<file path="config.mk">
export PLATFORM = sky130hd
export DESIGN_NAME = reg_file_wb
export DESIGN_NICKNAME = d
export VERILOG_FILES = /design/src/rtl/reg_file_wb_pkg.sv /design/src/rtl/regfile_read_port.sv /design/src/rtl/reg_file_wb.sv
export SDC_FILE = /design/constraint.sdc
export NUM_CORES = 1
export LEC_CHECK = 0
export BUFFER_PORTS_ARGS = -buffer_cell sky130_fd_sc_hd__buf_2
export CAP_MARGIN = 20
export CORE_MARGIN = 5
export CORE_UTILIZATION = 29
export DETAILED_ROUTE_END_ITERATION = 10
export PLACE_DENSITY = 0.44
export SLEW_MARGIN = 40
export SYNTH_ARGS = -nofsm -noshare
export SYNTH_HDL_FRONTEND = slang
export SYNTH_SLANG_ARGS = --single-unit
</file>
<file path="constraint.sdc">
create_clock -name clk -period 6.1 [get_ports clk]
set_input_delay 1.22 -clock clk [delete_from_list [all_inputs] [get_ports clk]]
set_output_delay 1.22 -clock clk [all_outputs]
set_load 0.02 [all_outputs]
</file>
<file path="src/rtl/reg_file_wb_pkg.sv">
// Shared constants for the write-back register file (R0-R14; index 15 is the PC).
package reg_file_wb_pkg;

  localparam int unsigned NUM_ARCH_REGS = 15;
  localparam int unsigned REG_ADDR_W    = 4;
  localparam int unsigned DATA_W        = 32;
  localparam logic [3:0]  PC_IDX        = 4'd15;

  // Test programs rely on Ri holding i after reset.
  function automatic logic [DATA_W-1:0] reset_val(input int unsigned i);
    return DATA_W'(i);
  endfunction

endpackage

</file>
<file path="src/rtl/regfile_read_port.sv">
// Combinational read port: index-15 zero override plus optional write-through
// bypass, enabled by defining REGFILE_BYPASS_EN.
module regfile_read_port #(
  parameter int DATA_W = 32,
  parameter int ADDR_W = 4
) (
  input  logic [ADDR_W-1:0] src,
  input  logic [DATA_W-1:0] stored,
`ifdef REGFILE_BYPASS_EN
  input  logic              rst,
  input  logic              wb_en,
  input  logic [ADDR_W-1:0] wb_dest,
  input  logic [DATA_W-1:0] wb_value,
`endif
  output logic [DATA_W-1:0] rd
);
  import reg_file_wb_pkg::*;

  always_comb begin
    rd = stored;
    if (src == ADDR_W'(PC_IDX)) begin
      rd = '0;
    end
`ifdef REGFILE_BYPASS_EN
    // src != PC here, so a match also implies wb_dest != PC
    else if (!rst && wb_en && (wb_dest == src)) begin
      rd = wb_value;
    end
`endif
  end

endmodule

</file>
<file path="src/rtl/reg_file_wb.sv">
// Register file R0-R14 terminating the write-back stage, two combinational read
// ports. Optional same-cycle bypass via macro REGFILE_BYPASS_EN.
module reg_file_wb #(
  parameter int DATA_W = 32,
  parameter int ADDR_W = 4
) (
  input  logic              clk,
  input  logic              rst,
  input  logic [ADDR_W-1:0] src1,
  input  logic [ADDR_W-1:0] src2,
  input  logic              WB_EN,
  input  logic [ADDR_W-1:0] WB_Dest,
  input  logic [DATA_W-1:0] WB_Value,
  output logic [DATA_W-1:0] reg1,
  output logic [DATA_W-1:0] reg2
);
  import reg_file_wb_pkg::*;

  logic [DATA_W-1:0] regs [NUM_ARCH_REGS];
  logic [DATA_W-1:0] stored1;
  logic [DATA_W-1:0] stored2;

  always_ff @(posedge clk) begin
    if (rst) begin
      for (int unsigned i = 0; i < NUM_ARCH_REGS; i++) begin
        regs[i] <= DATA_W'(reset_val(i));
      end
    end else if (WB_EN && (WB_Dest != ADDR_W'(PC_IDX))) begin
      for (int unsigned i = 0; i < NUM_ARCH_REGS; i++) begin
        if (WB_Dest == ADDR_W'(i)) regs[i] <= WB_Value;
      end
    end
  end

  // Loop lookup keeps index 15 from ever addressing past the array.
  always_comb begin
    stored1 = '0;
    stored2 = '0;
    for (int unsigned i = 0; i < NUM_ARCH_REGS; i++) begin
      if (src1 == ADDR_W'(i)) stored1 = regs[i];
      if (src2 == ADDR_W'(i)) stored2 = regs[i];
    end
  end

  regfile_read_port #(.DATA_W(DATA_W), .ADDR_W(ADDR_W)) u_port1 (
    .src      (src1),
    .stored   (stored1),
`ifdef REGFILE_BYPASS_EN
    .rst      (rst),
    .wb_en    (WB_EN),
    .wb_dest  (WB_Dest),
    .wb_value (WB_Value),
`endif
    .rd       (reg1)
  );

  regfile_read_port #(.DATA_W(DATA_W), .ADDR_W(ADDR_W)) u_port2 (
    .src      (src2),
    .stored   (stored2),
`ifdef REGFILE_BYPASS_EN
    .rst      (rst),
    .wb_en    (WB_EN),
    .wb_dest  (WB_Dest),
    .wb_value (WB_Value),
`endif
    .rd       (reg2)
  );

endmodule

</file>
==> results.sh, run 1 <==
export IMPL_port_buffers=110
export IMPL_vdd_drop_max_mv=0.225
export IMPL_cts_setup_buffers=0
export IMPL_maxSlewViolCount=0
export IMPL_regMostFlops="regs"
export IMPL_ctsResizeCount=0
export IMPL_yosysTopAreaCell="edfxtp_1"
export IMPL_layout_setup_ws_ns=0.882
export IMPL_placeableCoreArea_um2=86900
export IMPL_gp_congestion=0.891
export IMPL_viasPerCell=6.05
export IMPL_cts_hold_buf=0
export IMPL_rsz0062_at_grt="no"
export IMPL_cp_num_cells=9
export IMPL_hp_class="in2reg"
export IMPL_antenna_found_initial=7
export IMPL_dp_slack_ns=0.882
export IMPL_path_clk_slew_ns=0.06
export IMPL_largest_reg_flops=480
export IMPL_grt_overflow=0
export IMPL_regArea_um2=14400
export IMPL_synth_edf_count=480
export IMPL_htreeDepth=2
export IMPL_status="complete, no violations"
export IMPL_whs_ns=0.945
export IMPL_ys_types=68
export IMPL_reg_top3="regs: 480 flops"
export IMPL_start_kind="input port"
export IMPL_most_common_layout_cells="edfxtp_1 (480), nor2_1 (392), a21oi_1 (155)"
export IMPL_die_height_um=306
export IMPL_cellLeakagePower_nw=10.1
export IMPL_hold_viol_final=0
export IMPL_start_util_pct=29.3
export IMPL_top_level_ports=111
export IMPL_max_clock_path_buffers=3
export IMPL_synth_top_area_share_pct=56.6
export IMPL_drtIter0Drc=3379
export IMPL_stdcell_count=3520
export IMPL_yosysWarnings=0
export IMPL_cts_sinks=480
export IMPL_synth_fp_nets=2311
export IMPL_firstDrtPassIters=6
export IMPL_multi_input_area_um2=10100
export IMPL_cap_violations=0
export IMPL_area_delta_synth_final_pct=15.3
export IMPL_vias=21300
export IMPL_dp_cells=3415
export IMPL_postRouteWirelength_um=123000
export IMPL_ys_seq_elements=480
export IMPL_n_fill_cell=8672
export IMPL_grt_pass1_wl_um=169000
export IMPL_fin_setup_tns_ns=0
export IMPL_cts_made_buffers=57
export IMPL_synthArstFlopShare_pct=0
export IMPL_ys_flop_type="edfxtp_1"
export IMPL_synth_avg_cell_area_um2=11.2
export IMPL_ant_nets=0
export IMPL_critical_path_class="in2out"
export IMPL_synthCells=2264
export IMPL_grt_max_degree=57
export IMPL_ys_seq_area_share_pct=56.6
export IMPL_die_w_um=306
export IMPL_syn_area_um2=25400
export IMPL_worstMarginPinSlew_ns=0.866
export IMPL_whs_path_depth=3
export IMPL_grt_pass1_vias=21100
export IMPL_fin_nets=2366
export IMPL_timing_fmax_mhz=192
export IMPL_place_hpwl_um=75100
export IMPL_crit_path_cell_trace="buf_2, buf_4, nor2b_2, a22oi_1, o22ai_1, a2111oi_0, a2111oi_1, buf_4, buf_2"
export IMPL_crit_buf_inv=4
export IMPL_fin_crit_ns=5.22
export IMPL_end_kind="output port"
export IMPL_grt_use_total_pct=25.2
export IMPL_critPathMaxStageDelay_ns=0.69
export IMPL_rows=108
export IMPL_cp_slowest_cell="a2111oi_1"
export IMPL_slew_headroom_pct=42.1
export IMPL_fin_crit_sh_pct=85.5
export IMPL_powerDensity_nw_per_um2=297
export IMPL_critical_path_arrival_ns=4.00
export IMPL_critPathMaxFanout=24
export IMPL_wl_per_cell_um=35.1
export IMPL_cp_required_ns=4.88
export IMPL_drc=0
export IMPL_setup_viol=0
export IMPL_cp_top_family="compound AO/OA/AOI/OAI gates"
export IMPL_final_common_cell="edfxtp_1"
export IMPL_cts_root_buf="clkbuf_16"
export IMPL_synth_area_leaders="edfxtp_1 (57%), nor2_1 (5.8%), mux4_2 (5.0%), mux2i_1 (3.8%), a21oi_1 (3.0%)"
export IMPL_dieArea_um2=93800
export IMPL_layout_drive_gt1_share_pct=19.0
export IMPL_cts_tree="built"
-- metrics by stage --
stage               instance area, um^2  power (W)  util [%]
detailed placement                27600    0.00542      31.7
global route                      29300    0.00893      33.8
CTS                               29300    0.00871      33.8
finish                            29400    0.00871      33.8
global placement                  27500    0.00541      31.7
floorplan                         25400    0.00478         -
-- final timing paths --
check / to / slack [ns] / from
worst max-delay path: reg2[10] / 0.88 / src2[3]
worst min-delay path: regs[0][65] / 0.94 / WB_Value[1]
-- logic make-up after synthesis --
| family | after synthesis | synth area share (%) |
|---|---|---|
| AO/OA/AOI/OAI | 627 | 16.6 |
| AND/OR/NAND/NOR | 689 | 11.9 |
| flip-flops | 480 | 56.6 |
| buffers and inverters | 281 | 4.57 |
| multiplexers | 187 | 10.3 |
-- report_power, final --
| group | total, W | leakage (nW) | switching [W] | internal [W] |
|---|---|---|---|---|
| logic | 0.00136 | 4.63 | 0.000940 | 0.000419 |
| registers | 0.00402 | 4.63 | 0.000144 | 0.00388 |
| clock network | 0.00332 | 0.872 | 0.00145 | 0.00187 |
-- area by class of cell --
cell class                 count  share of cell area (%)
sequential                   480                    49.1
timing repair buffer         221                    5.00
clock inverter                37                    1.03
inverter                      56                   0.716
multi-input combinational   1503                    34.2
clock buffer                  65                    4.96
antenna                        3                  0.0256
tap                         1155                    4.92
-- Yosys cell counts (all sizes together), types with 34 or more instances --
cell	count
o221ai	34
mux2i	97
nor2	396
inv	53
nand2	118
buf	88
o21ai	88
a22oi	76
edfxtp	480
mux4	57
o22ai	62
a21oi	155
clkbuf	137
nand2b	60
-- metal layers --
metal / vias up / part of all wire, % / global-route usage [%]
met3: 285 / 9.4 / 4.93
met2: 1471 / 46 / 40.5
met5: - / 0.037 / 0
met1: 10800 / 40 / 34.1
met4: 6 / 4.2 / 9.35
li1: 8695 / - / -
Power figures use the tool's default switching activity.
==> run 2, diff against run 1 <==
--- a/config.mk
+++ b/config.mk
@@ -5,6 +5,7 @@
 export SDC_FILE = /design/constraint.sdc
 export NUM_CORES = 1
 export LEC_CHECK = 0
+export ABC_AREA = 1
 export BUFFER_PORTS_ARGS = -buffer_cell sky130_fd_sc_hd__buf_2
 export CAP_MARGIN = 20
 export CORE_MARGIN = 5
==> run 2 against run 1 <==
Clock power is 8.4% lower. First-iteration DRC count is 49% lower. Die area down 1.1%. Fmax grew 5.2%. Non-clock buffer count decreased by 50. Global-route usage decreased by 6.8 points. Critical endpoint is now reg2[16]. Largest power group unchanged.
==> results.sh, run 2 <==
export IMPL_cts_sinks=480
export IMPL_postRouteWirelength_um=87900
export IMPL_yosysWarnings=0
export IMPL_synthXorXnorAreaFrac_pct=0
export IMPL_cts_root_buf="clkbuf_16"
export IMPL_synth_fa_ha_area_share_pct=0
export IMPL_placeableCoreArea_um2=86500
export IMPL_gp_congestion=0.802
export IMPL_vias=20400
export IMPL_synth_top_area_share_pct=57.3
export IMPL_htreeDepth=2
export IMPL_cts_made_buffers=55
export IMPL_grt_pass1_wl_um=130000
export IMPL_most_common_layout_cells="nand2_1 (817), nor2_1 (660), edfxtp_1 (480)"
export IMPL_timing_fmax_mhz=202
export IMPL_path_clk_slew_ns=0.06
export IMPL_grt_pass1_vias=20000
export IMPL_grt_use_total_pct=18.4
export IMPL_dieArea_um2=92700
export IMPL_largest_reg_flops=480
export IMPL_synth_most_common_cell="nand2_1"
export IMPL_die_height_um=305
export IMPL_syn_area_um2=25200
export IMPL_cts_hold_buf=0
export IMPL_start_util_pct=29.1
export IMPL_ys_flop_type="edfxtp_1"
export IMPL_critPathMaxFanout=28
export IMPL_cts_tree="built"
export IMPL_drc=0
export IMPL_ys_seq_area_share_pct=57.3
export IMPL_grt_overflow=0
export IMPL_cp_required_ns=4.88
export IMPL_powerDensity_nw_per_um2=277
export IMPL_worstMarginPinSlew_ns=0.838
export IMPL_synth_fp_nets=3100
export IMPL_n_fill_cell=9098
export IMPL_ys_types=21
export IMPL_hold_viol_final=0
export IMPL_synth_edf_count=480
export IMPL_ant_nets=0
export IMPL_regMostFlops="regs"
export IMPL_slew_headroom_pct=44.1
export IMPL_viasPerCell=4.71
export IMPL_status="complete, no violations"
export IMPL_synthMuxAreaShare_pct=0
export IMPL_critical_path_class="in2out"
export IMPL_start_kind="input port"
export IMPL_vdd_drop_max_mv=0.194
export IMPL_dpl_cell_area_um2=27100
export IMPL_synth_compound_area_share_pct=2.39
export IMPL_cellLeakagePower_nw=11.7
export IMPL_fin_nets=3183
export IMPL_rsz0062_at_grt="no"
export IMPL_firstDrtPassIters=5
export IMPL_yosysTopAreaCell="edfxtp_1"
export IMPL_top_level_ports=111
export IMPL_rows=108
export IMPL_setup_viol=0
export IMPL_area_delta_synth_final_pct=14.0
export IMPL_final_common_cell="nand2_1"
export IMPL_cap_violations=0
export IMPL_synth_top_family_by_area="simple AND/OR/NAND/NOR gates"
export IMPL_synthSimpleGateAreaFrac_pct=31.4
export IMPL_reg_top3="regs: 480 flops"
export IMPL_synthArstFlopShare_pct=0
export IMPL_fin_setup_tns_ns=0
export IMPL_wl_per_cell_um=20.3
export IMPL_hp_class="in2reg"
export IMPL_fin_crit_sh_pct=81.3
export IMPL_cts_setup_buffers=0
export IMPL_maxSlewViolCount=0
export IMPL_place_hpwl_um=61700
export IMPL_synthCells=3053
export IMPL_layout_drive_gt1_share_pct=10.2
export IMPL_drtIter0Drc=1733
export IMPL_antenna_found_initial=4
export IMPL_ys_seq_elements=480
export IMPL_finalInstanceArea_um2=28700
export IMPL_synth_commonest_cells="nand2_1 (818), nor2_1 (665), edfxtp_1 (480)"
export IMPL_critical_path_arrival_ns=3.74
export IMPL_die_w_um=305
export IMPL_grt_max_degree=59
export IMPL_ctsResizeCount=0
export IMPL_port_buffers=110
export IMPL_synth_avg_cell_area_um2=8.24
export IMPL_fin_crit_ns=4.96
export IMPL_synth_area_leaders="edfxtp_1 (57%), nand2_1 (12%), nor2_1 (9.9%), inv_1 (5.9%), nand4_1 (4.0%)"
export IMPL_max_clock_path_buffers=3
export IMPL_end_kind="output port"
[run 2: stage by stage]
stage	power, W	utilization (%)	cells	setup WS (ns)	hold WS, ns
global route	0.00827	33.2	4333	0.940	1.02
global placement	0.00500	31.3	4233	1.11	1.65
floorplan	0.00457	-	3053	1.84	1.41
CTS	0.00802	33.2	4333	1.13	0.993
detailed placement	0.00501	31.4	4234	1.14	1.66
finish	0.00795	33.2	4334	1.14	1.03
[run 2: layer usage]
layer	routed length (um)	track usage (%)	vias up	share of wire [%]
met1	38400	24.4	9918	44
met5	27	0	-	0.031
met4	1920	4.30	4	2.2
met3	3680	2.06	116	4.2
met2	43800	32.5	455	50
li1	-	-	9903	-
[run 2: worst paths after layout]
path,start,slack (ns),endpoint,cells after the start
worst max-delay path,src2[3],1.14,reg2[16],14
worst min-delay path,WB_Value[9],1.03,regs[1][73],3
[run 2: layout make-up]
| type | count | area, um^2 | area share, % |
|---|---|---|---|
| clock buffer | 82 | 1480 | 5.15 |
| tap | 1155 | 1450 | 5.04 |
| timing repair buffer | 171 | 1060 | 3.68 |
| inverter | 429 | 1620 | 5.63 |
| sequential | 480 | 14400 | 50.3 |
| clock inverter | 17 | 82.6 | 0.288 |
| antenna | 1 | 2.50 | 0.00873 |
| multi-input combinational | 1999 | 8580 | 29.9 |
[run 2: worst max-delay path, stage by stage]
cell     delay [ns]
buf_2          0.12
inv_1          0.07
nor2_1         0.28
inv_1          0.16
nor2_4         0.51
inv_2          0.44
nand2_1        0.16
inv_1          0.05
nand4_1        0.11
nand2_1        0.08
nand2_1        0.06
nand2_1        0.06
a21oi_1        0.18
buf_2          0.20
[run 2: power by group]
group	total, W	internal, W	switching [W]
registers	0.00397	0.00387	0.0000937
logic	0.000951	0.000234	0.000717
clock network	0.00304	0.00166	0.00137
[run 2: kinds of logic (layout without fill, tap and decap cells)]
kind of cell    count (synthesis)  count (layout)
simple gates                 1879            1879
buf+inv                       574             699
flops                         480             480
compound gates                120             120
other cells                     0               1
